<file path="config.mk">
export PLATFORM = sky130hd
export DESIGN_NAME = serial_add_ctrl
export DESIGN_NICKNAME = d
export VERILOG_FILES = /design/src/rtl/serial_add_ctrl.sv
export SDC_FILE = /design/constraint.sdc
export NUM_CORES = 1
export LEC_CHECK = 0
export CAP_MARGIN = 30
export CORE_MARGIN = 2
export CORE_UTILIZATION = 60
export CTS_CLUSTER_SIZE = 12
export DETAILED_ROUTE_END_ITERATION = 12
export DONT_BUFFER_PORTS = 1
export PLACE_DENSITY = 0.76
export SLEW_MARGIN = 20
export SYNTH_ARGS = -nofsm -noshare
export SYNTH_HDL_FRONTEND = slang
export SYNTH_SLANG_ARGS = --single-unit
</file>
<file path="constraint.sdc">
create_clock -name clk -period 3.9 [get_ports clk]
set_input_delay 0.39 -clock clk [delete_from_list [all_inputs] [get_ports clk]]
set_output_delay 0.39 -clock clk [all_outputs]
set_load 0.05 [all_outputs]
</file>
<file path="src/rtl/serial_add_ctrl.sv">
// rtl/serial_add_ctrl.sv - bit-serial adder controller sharing one full-adder cell over WIDTH cycles.
// Optional signed-overflow output enabled by defining SERIAL_ADD_OVF_EN.

module serial_add_ctrl_ha (
  input  logic x_i,
  input  logic y_i,
  output logic s_o,
  output logic c_o
);
  assign s_o = x_i ^ y_i;
  assign c_o = x_i & y_i;
endmodule

module serial_add_ctrl #(
  parameter int WIDTH = 8
) (
  input  logic             clk,
  input  logic             reset,
  input  logic             start,
  input  logic [WIDTH-1:0] a,
  input  logic [WIDTH-1:0] b,
  input  logic             cin,
  output logic             busy,
  output logic             done,
  output logic [WIDTH-1:0] sum,
  output logic             cout
`ifdef SERIAL_ADD_OVF_EN
  ,
  output logic             ovf
`endif
);
  localparam int CW = (WIDTH > 1) ? $clog2(WIDTH) : 1;

  typedef enum logic [1:0] {IDLE, RUN, DONE} state_t;

  state_t           state_q;
  logic [WIDTH-1:0] a_q, b_q, s_q, sum_q, s_d;
  logic [CW-1:0]    cnt_q;
  logic             c_q, busy_q, done_q, cout_q;
  logic             p_bit, g0_bit, g1_bit, s_bit, carry_d, last_bit;
`ifdef SERIAL_ADD_OVF_EN
  logic             ovf_q;
`endif

  serial_add_ctrl_ha u_ha0 (.x_i(a_q[0]), .y_i(b_q[0]), .s_o(p_bit), .c_o(g0_bit));
  serial_add_ctrl_ha u_ha1 (.x_i(p_bit),  .y_i(c_q),    .s_o(s_bit), .c_o(g1_bit));

  assign carry_d  = g0_bit | g1_bit;
  // New sum bit enters at the MSB; shift form keeps WIDTH=1 legal.
  assign s_d      = (s_q >> 1) | (WIDTH'(s_bit) << (WIDTH - 1));
  assign last_bit = (cnt_q == CW'(WIDTH - 1));

  always_ff @(posedge clk) begin
    if (reset) begin
      state_q <= IDLE;
      a_q     <= '0;
      b_q     <= '0;
      s_q     <= '0;
      c_q     <= 1'b0;
      cnt_q   <= '0;
      busy_q  <= 1'b0;
      done_q  <= 1'b0;
      sum_q   <= '0;
      cout_q  <= 1'b0;
`ifdef SERIAL_ADD_OVF_EN
      ovf_q   <= 1'b0;
`endif
    end else begin
      case (state_q)
        IDLE: begin
          done_q <= 1'b0;
          if (start) begin
            a_q     <= a;
            b_q     <= b;
            c_q     <= cin;
            cnt_q   <= '0;
            s_q     <= '0;
            busy_q  <= 1'b1;
            state_q <= RUN;
          end
        end
        RUN: begin
          s_q <= s_d;
          c_q <= carry_d;
          a_q <= a_q >> 1;
          b_q <= b_q >> 1;
          if (last_bit) begin
            state_q <= DONE;
            busy_q  <= 1'b0;
            done_q  <= 1'b1;
            sum_q   <= s_d;
            cout_q  <= carry_d;
`ifdef SERIAL_ADD_OVF_EN
            // c_q here is the carry into the MSB.
            ovf_q   <= c_q ^ carry_d;
`endif
          end else begin
            cnt_q <= cnt_q + CW'(1);
          end
        end
        DONE: begin
          done_q  <= 1'b0;
          state_q <= IDLE;
        end
        default: begin
          state_q <= IDLE;
        end
      endcase
    end
  end

  assign busy = busy_q;
  assign done = done_q;
  assign sum  = sum_q;
  assign cout = cout_q;
`ifdef SERIAL_ADD_OVF_EN
  assign ovf  = ovf_q;
`endif

endmodule

</file>
==> summary.md <==
| Metric | Value |
|---|---|
| Slew headroom | 55.92% |
| Area after DPL | 1693 um2 |
| Hold path endpoint | a_q[6] |
| Inserted Clock Buffers | 5 |
| Max Slew Vio Count | 0 |
| Root Buffer | clkbuf_4 |
| Max Cap Viol | 0 |
| Total wire length | 3114 um |
| FF+latch count, synth | 40 |
| Post-route DRC | 0 |
| Hold path depth | 1 |
| Final net count | 196 |
| CTS Hold Bufs | 0 |
| Largest cells by area after synthesis | dfxtp_1 (45%), mux2i_1 (9.1%), a211oi_2 (7.8%) |
| First-pass GRT wire length | 5209 um |
| Tot GR Track Use | 20.38% |
| Count of cell types in the netlist | 31 |
| Congestion Overflow GR | 0 |
| Status | complete, no violations |
| Crit end category | flip-flop |
| Post-Syn Instances | 179 |
| # clock sinks | 40 |
| Port bufs | 0 |
| Routed vias/inst | 6.044 |
| WL per Instance | 15.34 um |
| Leak | 0.6403 nW |
| Crit path cell chain | ha_1 > ha_1 > nand3b_1 > mux2i_1 > nor2_1 |
| Crit-path slowest cell | ha_1 |
| Layout cells sized above 1 | 12.79% |
| Final Wtd Congestion | 0.7112 |
| Core area | 2781 um2 |
| Die height | 58.21 um |
| Largest net degree at the start of global routing | 41 |
| Warnings, synthesis | 0 |
| Via count | 1227 |
| Final setup violation count | 0 |
| Post-route setup TNS | 0 ns |
| P_int | 0.5271 mW |
| Setup slack, reg-to-reg | 1.98 ns |
| Tmin final | 1.919 ns |
| Comb power frac | 10.3% |
| PD cells | 407.7 nW/um2 |
| Cell taking the most area after synthesis | dfxtp_1 |
| Die width | 58.21 um |
| Clock Latency Late Sink | 0.34 ns |
| Sw Pwr | 0.1820 mW |
| Site row count | 19 |
| Share of power burned in registers | 62.4% |
| Antenna Cells | 0 |
| Tightest Pin Transition | 0.6611 ns |
| Router iterations before antenna repair | 4 |
| Post-DP HPWL | 2119 um |
| Hold Path Origin | reset |
| Starting DRT DRC Count | 37 |
| Initial antenna violation count | 0 |
| Syn Nets | 203 |
| # H-tree levels | 2 |
| Peak VDD IR | 318.5 uV |
| Synth top area share | 45.42% |
| Path type of the worst setup path | reg2reg |
| Initial Utilization | 63.38% |
| CTS tree | done |
| Fmax | 521.0 MHz |
| Crit-path max cell delay | 0.47 ns |
| Crit path DAT | 2.17 ns |
| Worst setup SP type | flip-flop |
| Worst R2R End | cout |
| Syn Area/Cell | 9.849 um2 |
| Worst Path Max Fanout | 15 |
| Switching Share | 25.67% |
| Layout area overhead | -1.348% |
| CP required | 4.15 ns |
| Clock Skew | 0.002425 ns |
| Clock buffer depth | 2 |
| Clk slew on worst S/H paths | 0.11 ns |
| Antenna Nets Post-Route | 0 |
| Vias in the first global route | 1223 |
| Critical R2R Launch | cnt_q[0] |
| Sequential element share of the synthesized area | 45.42% |
| I/O pin count | 31 |
| Final period util | 49.22% |
| Die ar. | 3388 um2 |
| Post-route cell area | 1739 um2 |
| Post-Synthesis Cell Area | 1763 um2 |
| Reg2reg path depth | 5 |
| # Post-CTS Setup Buffers | 0 |
| Clock network fraction of design power | 27.3% |
| Post-cts sizing count | 0 |
| Unrepaired setup endpoints after global routing | no |
| Hold Crit Class | in2reg |
| Final hold vios | 0 |
| CP most frequent cell | ha_1 |
[how the worst max path moves through the flow]
stage                        start  slack, ns        to  depth (start not counted)
final                     cnt_q[0]       1.98      cout                          5
after CTS                 cnt_q[0]       1.99      cout                          5
after global placement    cnt_q[0]       2.18      cout                          5
after floorplan           cnt_q[0]       2.56  cnt_q[1]                          5
after detailed placement  cnt_q[0]       2.00      cout                          5
after global routing      cnt_q[0]       1.81      cout                          5
[Yosys cell counts]
cell       n
clkbuf_1   4
fa_1       1
nand3_1   12
nand2b_1   1
a21oi_1   12
buf_1      1
nor3b_2    1
a31oi_1    3
o21bai_2   1
o21bai_1   1
dfxtp_1   40
a211oi_1   3
a22oi_1    9
o21ba_2    1
buf_12     1
buf_2      2
inv_1      2
buf_6      4
or3b_1     1
nor3_1     2
nor4b_1    1
o21ai_0    1
buf_4      3
nor2b_1    1
a211oi_2  11
nor2b_4    1
nand2_1   12
mux2i_1   16
nor2_1    27
nand3b_1   1
ha_1       3
[flip-flops by register name, indices dropped and copies added (netlist names), 2 cells and up]
name / cells
a_q: 8
b_q: 8
sum: 8
s_q: 7
cnt_q: 3
state_q: 2
[layer usage]
| metal | track usage, % | part of all wire (%) | up-vias |
|---|---|---|---|
| met5 | 0 | 0 | - |
| met4 | 10.30 | 2.0 | 0 |
| met3 | 7.366 | 5.6 | 7 |
| met2 | 33.44 | 49 | 28 |
| met1 | 23.37 | 43 | 574 |
| li1 | - | - | 618 |
[critical path, delay by kind of cell, from the launching register on]
| kind | cells | cell delay (ns) |
|---|---|---|
| adder cells (fa/ha/maj) | 2 | 0.68 |
| AND/OR/NAND/NOR | 2 | 0.48 |
| multiplexers | 1 | 0.26 |
| flip-flops | 1 | 0.40 |
[area by class of cell]
class,instances,area (um2)
Multi-Input combinational cell,122,838.3
Timing Repair Buffer,1,7.507
Clock inverter,1,5.005
Inverter,2,7.507
Tap cell,31,38.79
Sequential cell,40,800.8
Clock buffer,6,41.29
Fill cell,254,1042
[metrics by stage]
stage	power (mW)	utilization, %	hold WS, ns	std cells	setup slack (ns)
after floorplan	0.5279	-	0.4432	179	2.557
after global placement	0.5205	60.86	0.4576	196	2.178
after detailed placement	0.5250	60.86	0.4594	196	2.002
after CTS	0.7115	62.53	0.08572	203	1.993
after global routing	0.7391	62.53	0.07134	203	1.809
final	0.7091	62.53	0.08935	203	1.981
[cells in the final DEF (no fill, tap or decap)]
master / Yosys / final
inv_1: 2 / 2
o21bai_1: 1 / 1
a21oi_1: 12 / 12
nor2b_1: 1 / 1
clkbuf_4: 0 / 5
a22oi_1: 9 / 9
nand3_1: 12 / 12
o21ai_0: 1 / 1
nand2b_1: 1 / 1
nand2_1: 12 / 12
buf_4: 3 / 1
nor2_1: 27 / 27
o21ba_2: 1 / 1
ha_1: 3 / 3
clkbuf_1: 4 / 1
fa_1: 1 / 1
or3b_1: 1 / 1
nor2b_4: 1 / 1
a211oi_2: 11 / 11
a211oi_1: 3 / 3
nor3b_2: 1 / 1
clkinv_2: 0 / 1
o21bai_2: 1 / 1
nor3_1: 2 / 2
a31oi_1: 3 / 3
nand3b_1: 1 / 1
mux2i_1: 16 / 16
dfxtp_1: 40 / 40
nor4b_1: 1 / 1
[logic make-up (layout without fill, tap and decap cells)]
group / after synthesis / count (layout) / synth area share [%]
simple gates: 60 / 60 / 15.90
compound gates: 42 / 42 / 19.30
flops: 40 / 40 / 45.42
buf+inv: 17 / 10 / 7.026
mux: 16 / 16 / 9.084
fa+ha+maj: 4 / 4 / 3.265
[power by group through the flow]
stage / Combinational [mW] / Clock (mW) / Sequential, mW
after global routing: 0.0820 / 0.212 / 0.445
after detailed placement: 0.0733 / 0 / 0.452
after global placement: 0.0702 / 0 / 0.450
after floorplan: 0.0792 / 0 / 0.449
after CTS: 0.0736 / 0.195 / 0.442
final: 0.0730 / 0.194 / 0.442
Note: power is estimated with default switching activity, not from simulation.
